--- src/rtl/pll_reset_sequencer_pkg.sv ---
// pll_seq_pkg: shared types and constants for the PLL reset sequencer.
//   seqState_t      FILTER -> RELEASE -> RUN sequencing states
//   LOSS_CNT_W      width of the saturating lock-loss counter
//   DEF_*           default lock filter length and inter-stage gap
package pll_seq_pkg;
  typedef enum logic [1:0] {FILTER, RELEASE, RUN} seqState_t;
  localparam int LOSS_CNT_W = 8;
  localparam int DEF_LOCK_FILTER = 1024;
  localparam int DEF_STAGE_GAP = 16;
endpackage

--- src/rtl/pll_reset_sequencer_if.sv ---
// pll_reset_sequencer_if: lock input / reset output bundle of the PLL reset sequencer.
//   pll_locked       async PLL LOCK flag             (master -> slave)
//   lost_clear       pulse clearing lock_lost        (master -> slave)
//   reset_out        active-high per-unit resets     (slave -> master)
//   ready            all resets released             (slave -> master)
//   lock_lost        sticky lock-loss flag           (slave -> master)
//   lock_loss_count  saturating lock-loss count      (slave -> master)
interface pll_reset_sequencer_if #(parameter int NUM_STAGES = 3);
  import pll_seq_pkg::*;
  logic pll_locked;
  logic lost_clear;
  logic [NUM_STAGES-1:0] reset_out;
  logic ready;
  logic lock_lost;
  logic [LOSS_CNT_W-1:0] lock_loss_count;
  modport master(output pll_locked, lost_clear, input reset_out, ready, lock_lost, lock_loss_count);
  modport slave(input pll_locked, lost_clear, output reset_out, ready, lock_lost, lock_loss_count);
endinterface

--- src/rtl/sync_2ff.sv ---
// sync_2ff: two-flop synchroniser for an asynchronous single-bit flag.
//   clock  destination clock
//   reset  asynchronous active-high reset, both flops to 0
//   d      asynchronous input
//   q      synchronised output, two edges after d
module sync_2ff (
  input  logic clock,
  input  logic reset,
  input  logic d,
  output logic q
);
  logic meta;
  always_ff @(posedge clock or posedge reset)
    if (reset) {q, meta} <= 2'b00;
    else {q, meta} <= {meta, d};
endmodule

--- src/rtl/pll_reset_sequencer.sv ---
// pll_reset_sequencer: filters PLL lock and releases per-unit resets in order with gaps.
//   clock  PLL-derived clock, the only clock
//   reset  asynchronous active-high reset
//   bus    slave side of pll_reset_sequencer_if (pll_locked, lost_clear in;
//          reset_out, ready, lock_lost, lock_loss_count out)
// Build option: define LOCK_LOSS_COUNT_EN to build the saturating lock-loss counter;
// otherwise lock_loss_count reads 0.
module pll_reset_sequencer
  import pll_seq_pkg::*;
#(
  parameter int NUM_STAGES  = 3,
  parameter int LOCK_FILTER = DEF_LOCK_FILTER,
  parameter int STAGE_GAP   = DEF_STAGE_GAP,
  parameter int CNT_W       = 16
) (
  input logic clock,
  input logic reset,
  pll_reset_sequencer_if.slave bus
);
  localparam int IDX_W = NUM_STAGES > 1 ? $clog2(NUM_STAGES) : 1;
  logic lockSync;
  seqState_t state, stateNext;
  logic [CNT_W-1:0] cnt, cntNext;
  logic [IDX_W-1:0] stage, stageNext;
  logic [NUM_STAGES-1:0] resetOut, resetOutNext;
  logic lockLost;
  logic lossEvent;

  sync_2ff lockSyncInst (.clock(clock), .reset(reset), .d(bus.pll_locked), .q(lockSync));

  // stage is the index of the next reset bit to release while in RELEASE.
  // FILTER compares before incrementing so release needs LOCK_FILTER+1 high samples;
  // RELEASE compares after incrementing so bits are exactly STAGE_GAP edges apart.
  always_comb begin
    stateNext = state;
    cntNext = cnt;
    stageNext = stage;
    resetOutNext = resetOut;
    lossEvent = 1'b0;
    if (!lockSync) begin
      stateNext = FILTER;
      cntNext = '0;
      stageNext = '0;
      resetOutNext = '1;
      lossEvent = state != FILTER;
    end else begin
      case (state)
        FILTER:
          if (cnt == CNT_W'(LOCK_FILTER)) begin
            resetOutNext[0] = 1'b0;
            cntNext = '0;
            stageNext = IDX_W'(1);
            stateNext = NUM_STAGES == 1 ? RUN : RELEASE;
          end else cntNext = cnt + CNT_W'(1);
        RELEASE:
          if (cnt + CNT_W'(1) == CNT_W'(STAGE_GAP)) begin
            resetOutNext[stage] = 1'b0;
            cntNext = '0;
            stageNext = stage + IDX_W'(1);
            stateNext = stage == IDX_W'(NUM_STAGES - 1) ? RUN : RELEASE;
          end else cntNext = cnt + CNT_W'(1);
        default: ;
      endcase
    end
  end

  always_ff @(posedge clock or posedge reset)
    if (reset) begin
      state <= FILTER;
      cnt <= '0;
      stage <= '0;
      resetOut <= '1;
      lockLost <= 1'b0;
    end else begin
      state <= stateNext;
      cnt <= cntNext;
      stage <= stageNext;
      resetOut <= resetOutNext;
      lockLost <= lossEvent | (lockLost & ~bus.lost_clear);
    end

`ifdef LOCK_LOSS_COUNT_EN
  logic [LOSS_CNT_W-1:0] lossCnt;
  always_ff @(posedge clock or posedge reset)
    if (reset) lossCnt <= '0;
    else if (lossEvent && lossCnt != '1) lossCnt <= lossCnt + LOSS_CNT_W'(1);
  assign bus.lock_loss_count = lossCnt;
`else
  assign bus.lock_loss_count = '0;
`endif

  assign bus.reset_out = resetOut;
  assign bus.ready = ~|resetOut;
  assign bus.lock_lost = lockLost;
endmodule

--- src/flat_wrapper.sv ---
// flat-port wrapper written by rule: the top's interface ports become plain ports
module pll_reset_sequencer_flat import pll_seq_pkg::*;
#(
  parameter int NUM_STAGES  = 3,
  parameter int LOCK_FILTER = DEF_LOCK_FILTER,
  parameter int STAGE_GAP   = DEF_STAGE_GAP,
  parameter int CNT_W       = 16
)
  (clock, reset, bus_pll_locked, bus_lost_clear, bus_reset_out, bus_ready, bus_lock_lost, bus_lock_loss_count);
  pll_reset_sequencer_if #(.NUM_STAGES(NUM_STAGES)) bus_i ();
  input logic clock;
  input logic reset;
  input wire logic [$bits(bus_i.pll_locked)-1:0] bus_pll_locked;
  input wire logic [$bits(bus_i.lost_clear)-1:0] bus_lost_clear;
  output wire logic [$bits(bus_i.reset_out)-1:0] bus_reset_out;
  output wire logic [$bits(bus_i.ready)-1:0] bus_ready;
  output wire logic [$bits(bus_i.lock_lost)-1:0] bus_lock_lost;
  output wire logic [$bits(bus_i.lock_loss_count)-1:0] bus_lock_loss_count;
  assign bus_i.pll_locked = bus_pll_locked;
  assign bus_i.lost_clear = bus_lost_clear;
  assign bus_reset_out = bus_i.reset_out;
  assign bus_ready = bus_i.ready;
  assign bus_lock_lost = bus_i.lock_lost;
  assign bus_lock_loss_count = bus_i.lock_loss_count;
  pll_reset_sequencer #(.NUM_STAGES(NUM_STAGES), .LOCK_FILTER(LOCK_FILTER), .STAGE_GAP(STAGE_GAP), .CNT_W(CNT_W)) u_core (.clock(clock), .reset(reset), .bus(bus_i));
endmodule
--- config.mk ---
export PLATFORM = sky130hd
export DESIGN_NAME = pll_reset_sequencer_flat
export DESIGN_NICKNAME = d
export VERILOG_FILES = /design/src/rtl/pll_reset_sequencer_pkg.sv /design/src/rtl/pll_reset_sequencer_if.sv /design/src/rtl/sync_2ff.sv /design/src/rtl/pll_reset_sequencer.sv /design/src/flat_wrapper.sv
export SDC_FILE = /design/constraint.sdc
export NUM_CORES = 1
export LEC_CHECK = 0
export ABC_AREA = 0
export CAP_MARGIN = 10
export CORE_MARGIN = 2
export CORE_UTILIZATION = 50
export CTS_CLUSTER_DIAMETER = 50
export DETAILED_ROUTE_END_ITERATION = 16
export GPL_ROUTABILITY_DRIVEN = 0
export GPL_TIMING_DRIVEN = 0
export PLACE_DENSITY = 0.8
export SLEW_MARGIN = 20
export SYNTH_ARGS = -nofsm -noshare
export SYNTH_HDL_FRONTEND = slang
export SYNTH_SLANG_ARGS = --single-unit
--- constraint.sdc ---
create_clock -name clock -period 4.66 [get_ports clock]
set_clock_uncertainty 0.15 [all_clocks]
set_input_delay 0.932 -clock clock [delete_from_list [all_inputs] [get_ports clock]]
set_output_delay 0.932 -clock clock [all_outputs]
set_load 0.01 [all_outputs]
==> results_dict.tcl, run 1 <==
set metrics [dict create \
    ff2ff_path_depth 7 \
    synth_compound_area_share_pct 11.3 \
    fin_setup_tns_ps 0 \
    cts_tree "yes" \
    power_density_mw_per_mm2 221 \
    cts-root-buf "clkbuf_4" \
    cts_resized 0 \
    ir_drop_v 0.000156 \
    critPathSlowestCell "clkdlybuf4s50_1" \
    cts-htree-levels 1 \
    ant_nets 0 \
    crit_path_cell_trace "nor3_1 > clkdlybuf4s50_1" \
    ys_ff_latch 26 \
    drt_pre_antenna_iters 4 \
    grt_antenna_before_repair 0 \
    clock-sinks 26 \
    final_nets 216 \
    final_util_pct 57.7 \
    crit_path_max_fanout 4 \
    synth_top_family_by_area "simple AND/OR/NAND/NOR gates" \
    rows 21 \
    num_io_pins 17 \
    clock_power_share_pct 37.7 \
    routed_wl_um 3330 \
    hpwlAfterDp_um 2380 \
    p_seq_share_pct 55.3 \
    setup-violations-final 0 \
    drt_iter0_markers 52 \
    async_reset_ff_share_pct 100 \
    syn_area_mm2 0.00168 \
    critPathRequiredTime_ps 3580 \
    syn2layout_area_growth_pct 12.9 \
    period_share_pct 55.0 \
    drive_gt1_share_pct 15.0 \
    final_cell_mix "dfrtp_1, nand2_1, nand3_1" \
    max_cap_violations 0 \
    postSynthAreaPerCell_um2 8.97 \
    pwr-share-comb_pct 7.0 \
    ys_seq_area_share_pct 39.0 \
    initial_core_util_pct 51.1 \
    grt_pass1_vias 1348 \
    synth_ff_type "dfrtp_1" \
    io_buffers 8 \
    cts_hold_buf 0 \
    final_common_cell "dfrtp_1" \
    overflow 0 \
    layout_min_cycle_time_ps 2560 \
    max_freq_mhz 390 \
    die_y_um 61.9 \
    crit_type "reg -> out" \
    cts_setup_buffers 0 \
    hold_path_depth 0 \
    crit_path_end_kind "output pin" \
    rsz0062_at_grt "false" \
    synthMuxAreaShare_pct 0.597 \
    worstSetupStartpointType "flip-flop" \
    grt_pass1_wl_um 5990 \
    coreArea_mm2 0.00328 \
    switching_share_pct 21.7 \
    cts_max_path_buffers 2 \
    design_area_mm2 0.00189 \
    cts_made_buffers 3 \
    synth_xor_area_share_pct 7.31 \
    routed-via-count 1380 \
    cp.arrival_ps 1480 \
    gr-usage-all-layers_pct 21.2 \
    yosys.area_share.simple_pct 27.4 \
    insertedDiodeCount 0 \
    synthAdderAreaFrac_pct 3.73 \
    cts.clk_slew.worst_paths_ps 140 \
    report.final.slew_viol_count 0 \
    tightestPinTransition_ps 547 \
    finalPower_uw 419 \
    outcome "completed" \
    relSlewSlack_pct 63.2 \
    critPathMaxStageDelay_ps 560 \
    syn-instance-count 187 \
    die_w_um 61.9 \
    vias_per_cell 5.48 \
    dieArea_mm2 0.00384 \
    power.leakage_uw 0.000786 \
    insertion_delay_ps 340 \
    finalHoldViolCount 0 \
    place_area_mm2 0.00184 \
    grt_max_degree 27 \
    drc 0 \
    yosys_warnings 0 \
    rrSetupSlack_ps 2130 \
    switching_power_uw 91.0 \
    hold_class "reg -> reg" \
    yosysUniqueCellTypes 45 \
    synth_edf_count 0 \
    wl_per_cell_um 13.2 \
    intPower_uw 328 \
]
-- sequential cells by signal, summed over array words and instances, names as in the netlist --
name                      cells
u_core.bus.lock_lost          1
u_core.bus.reset_out          3
u_core.cnt                   16
u_core.lockSyncInst.meta      1
u_core.lockSyncInst.q         1
u_core.stage                  2
u_core.state                  2
-- cells in the mapped netlist, types with 2 or more instances --
cell | instances | share of area [%]
a21oi_1 | 6 | 1.8
a31oi_1 | 2 | 0.75
and2_1 | 5 | 1.9
and3_1 | 3 | 1.1
buf_2 | 4 | 1.2
buf_4 | 8 | 3.6
buf_6 | 2 | 1.3
clkbuf_1 | 5 | 1.1
dfrtp_1 | 23 | 34
dfstp_2 | 3 | 4.7
ha_1 | 5 | 3.7
inv_1 | 14 | 3.1
nand2_1 | 16 | 3.6
nand3_1 | 15 | 4.5
nand3b_1 | 2 | 0.89
nand4_1 | 3 | 1.1
nor2_1 | 13 | 2.9
nor3_1 | 6 | 1.8
nor4_1 | 5 | 1.9
o2111ai_1 | 2 | 1.0
o21a_1 | 3 | 1.3
o21ai_0 | 2 | 0.60
o22ai_1 | 2 | 0.75
o41ai_1 | 3 | 1.6
or3_1 | 3 | 1.1
xnor2_1 | 10 | 5.2
xor2_1 | 4 | 2.1
-- power groups by stage --
stage	logic [uW]	registers, uW	clock network, uW
6_report	29.3	232	158
5_1_grt	34.7	232	169
4_1_cts	29.5	232	161
3_5_place_dp	29.4	236	0
3_3_place_gp	29.3	236	0
2_1_floorplan	22.5	235	0
-- critical path, delay by kind of cell, from the launching register on --
family / cells / cell delay [ps]
flops: 1 / 420
buf+inv: 1 / 560
simple gates: 1 / 170
-- logic make-up after synthesis --
| family | after synthesis |
|---|---|
| AND/OR/NAND/NOR | 82 |
| buffers and inverters | 33 |
| flip-flops | 26 |
| AO/OA/AOI/OAI | 25 |
| XOR/XNOR | 14 |
| adder cells (fa/ha/maj) | 5 |
| other | 1 |
| multiplexers | 1 |
-- worst paths after layout --
check | start | to
worst max-delay path | u_core.bus.reset_out[0] | bus_ready
worst min-delay path | u_core.lockSyncInst.meta | u_core.lockSyncInst.q
worst max register to register | u_core.cnt[10] | u_core.bus.reset_out[1]
worst min register to register | u_core.lockSyncInst.meta | u_core.lockSyncInst.q
max in group asynchronous | reset | u_core.bus.reset_out[0]
min in group asynchronous | reset | u_core.state[1]
-- through the flow --
step / hold slack, ps / setup WS, ps / std cells
floorplan: 181 / 2530 / 194
global placement: 185 / 2260 / 248
detailed placement: 189 / 2180 / 248
CTS: 223 / 2090 / 252
global route: 236 / 1860 / 252
finish: 220 / 2100 / 252
-- layer usage --
| layer | routed length, um | track usage [%] | up-vias |
|---|---|---|---|
| met5 | 0 | 0 | - |
| met4 | 29 | 6.08 | 0 |
| met3 | 175 | 5.38 | 5 |
| met2 | 1640 | 35.3 | 37 |
| met1 | 1490 | 27.3 | 668 |
| li1 | - | - | 670 |
-- cell type report --
cell class / count / area [um2]
clock buffers: 3 / 22.5
repair buffers: 8 / 80.1
multi-input cells: 135 / 876
fillers: 297 / 1390
well taps: 46 / 57.6
clock inverters: 1 / 30.0
plain buffers: 19 / 121
flip-flops and latches: 26 / 654
inverters: 14 / 52.6
Power figures use the tool's default switching activity.
==> run 2, diff against run 1 <==
--- a/config.mk
+++ b/config.mk
@@ -13,7 +13,7 @@
 export DETAILED_ROUTE_END_ITERATION = 16
 export GPL_ROUTABILITY_DRIVEN = 0
 export GPL_TIMING_DRIVEN = 0
-export PLACE_DENSITY = 0.8
+export PLACE_DENSITY = 0.82
 export SLEW_MARGIN = 20
 export SYNTH_ARGS = -nofsm -noshare
 export SYNTH_HDL_FRONTEND = slang
==> constraint.sdc (replaced) <==
create_clock -name clock -period 2.2 [get_ports clock]
set_clock_uncertainty 0.15 [all_clocks]
set_input_delay 0.44 -clock clock [delete_from_list [all_inputs] [get_ports clock]]
set_output_delay 0.44 -clock clock [all_outputs]
set_load 0.01 [all_outputs]
==> run 2 against run 1 <==
The run now ends with setup timing left. Combinational power rose by 140%. Worst hold slack got worse by 2.1 ps. Sequential share of layout area is 4.3 points lower. Clock-buffer cell count unchanged. Clock power up 110%. Non-clock buffer count rose by 16. Sequential cell count unchanged. Utilization rose by 9.0 points. Total power rose by 110%. Worst setup slack got worse by 2200 ps. Global-route usage rose by 1.4 points. Critical path depth is 5 higher.
==> results_dict.tcl, run 2 (synthesis results as in run 1) <==
set metrics [dict create \
    max_cap_violations 0 \
    grt_antenna_before_repair 0 \
    placed_cells 248 \
    insertion_delay_ps 320 \
    cts_hold_buf 0 \
    dp_slack_ps -226 \
    ant_nets 0 \
    grt_pass1_vias 1361 \
    report.final.slew_viol_count 0 \
    cp.arrival_ps 2380 \
    largest_reg_flops 16 \
    finalHoldViolCount 0 \
    worstSetupStartpointType "flip-flop" \
    tightestPinTransition_ps 566 \
    drt_pre_antenna_iters 4 \
    finalPower_uw 892 \
    rows 21 \
    vias_per_cell 5.54 \
    setup-violations-final 10 \
    routed-via-count 1486 \
    relSlewSlack_pct 62.3 \
    routed_wl_um 4090 \
    num_io_pins 17 \
    rsz0062_at_grt "true" \
    max_freq_mhz 432 \
    grt_max_degree 27 \
    cts-htree-levels 1 \
    dieArea_mm2 0.00384 \
    top_register "u_core.cnt" \
    fin_ws_ps -116 \
    crit_type "reg -> reg" \
    cts-root-buf "clkbuf_4" \
    cts.clk_slew.worst_paths_ps 140 \
    coreArea_mm2 0.00328 \
    die_w_um 61.9 \
    crit_path_max_fanout 3 \
    drc 0 \
    gr-usage-all-layers_pct 22.6 \
    initial_core_util_pct 51.1 \
    outcome "finished with violations" \
    insertedDiodeCount 0 \
    layout_min_cycle_time_ps 2320 \
    rrSetupSlack_ps -120 \
    drive_gt1_share_pct 33.3 \
    r2r-end "u_core.stage[1]" \
    power_density_mw_per_mm2 407 \
    syn2layout_area_growth_pct 30.6 \
    crit_path_end_kind "flip-flop" \
    die_y_um 61.9 \
    overflow 0 \
    worstReg2RegStart "u_core.cnt[7]" \
    final_common_cell "buf_4" \
    hold_path_depth 0 \
    ir_drop_v 0.000456 \
    wl_per_cell_um 15.3 \
    violations "setup timing" \
    io_buffers 8 \
    fin_setup_tns_ps -731 \
    cts_made_buffers 3 \
    hpwlAfterDp_um 2370 \
    power.leakage_uw 0.000929 \
    drt_iter0_markers 47 \
    final_nets 232 \
    stdcell_count 268 \
    period_share_pct 105 \
    final_cell_mix "buf_4, dfrtp_1, nand2_1" \
    hold_class "reg -> reg" \
    cts_tree "yes" \
    clock-sinks 26 \
    hold_end "u_core.lockSyncInst.q" \
    critPathRequiredTime_ps 2270 \
    grt_pass1_wl_um 6250 \
    min_from "u_core.lockSyncInst.meta" \
    ff2ff_path_depth 7 \
    cts_max_path_buffers 2 \
]
## run 2: worst max path at each step
stage | startpoint | endpoint | slack [ps] | depth (start not counted)
5_1_grt | u_core.cnt[2] | u_core.stage[1] | -310 | 9
6_report | u_core.cnt[7] | u_core.stage[1] | -120 | 7
4_1_cts | u_core.cnt[7] | u_core.stage[0] | -60 | 6
2_1_floorplan | u_core.cnt[7] | u_core.state[0] | 70 | 6
3_5_place_dp | u_core.cnt[10] | u_core.cnt[1] | -230 | 7
3_3_place_gp | u_core.cnt[10] | u_core.stage[0] | -190 | 7
## run 2: power breakdown
group	total, uW	leakage [uW]	switching (uW)	internal, uW
registers	492	0.000335	7.16	485
logic	71.5	0.000566	40.6	30.9
clock network	329	0.0000279	144	184
## run 2: per-layer routing
layer  vias up  GRT usage [%]  part of all wire, %
li1        701              -                    -
met1       739           28.1                   42
met2        40           40.9                   53
met3         6           4.35                  4.1
met4         0           4.56                  1.3
met5         -              0                    0
## run 2: critical path: stages, from the launching register on
cell,delay [ps]
dfrtp_1,400
buf_6,130
or4_4,510
a2111oi_4,340
buf_4,190
nand3_4,80
o41ai_2,300
o21ai_1,110
## run 2: stage by stage
stage | hold slack, ps | utilization [%] | cell area [um2]
after global routing | 235 | 66.7 | 2190
final | 218 | 66.7 | 2190
after floorplan | 181 | - | 1700
after CTS | 222 | 60.3 | 1980
after detailed placement | 189 | 56.1 | 1840
after global placement | 185 | 56.1 | 1840
## run 2: area by class of cell
cell class	count	area (um2)
buffer	16	111
clock buffer	3	22.5
clock inverter	1	30.0
fill	256	1090
inverter	14	52.6
multi-input combinational	135	1030
sequential	26	663
tap	46	57.6
timing repair buffer	27	226
## run 2: timing repair
item,CTS,global route
pin swaps,5,10
gates resized for setup,10,23
endpoints found under the setup margin,10,10
cloned,0,0
buffers inserted,6,13
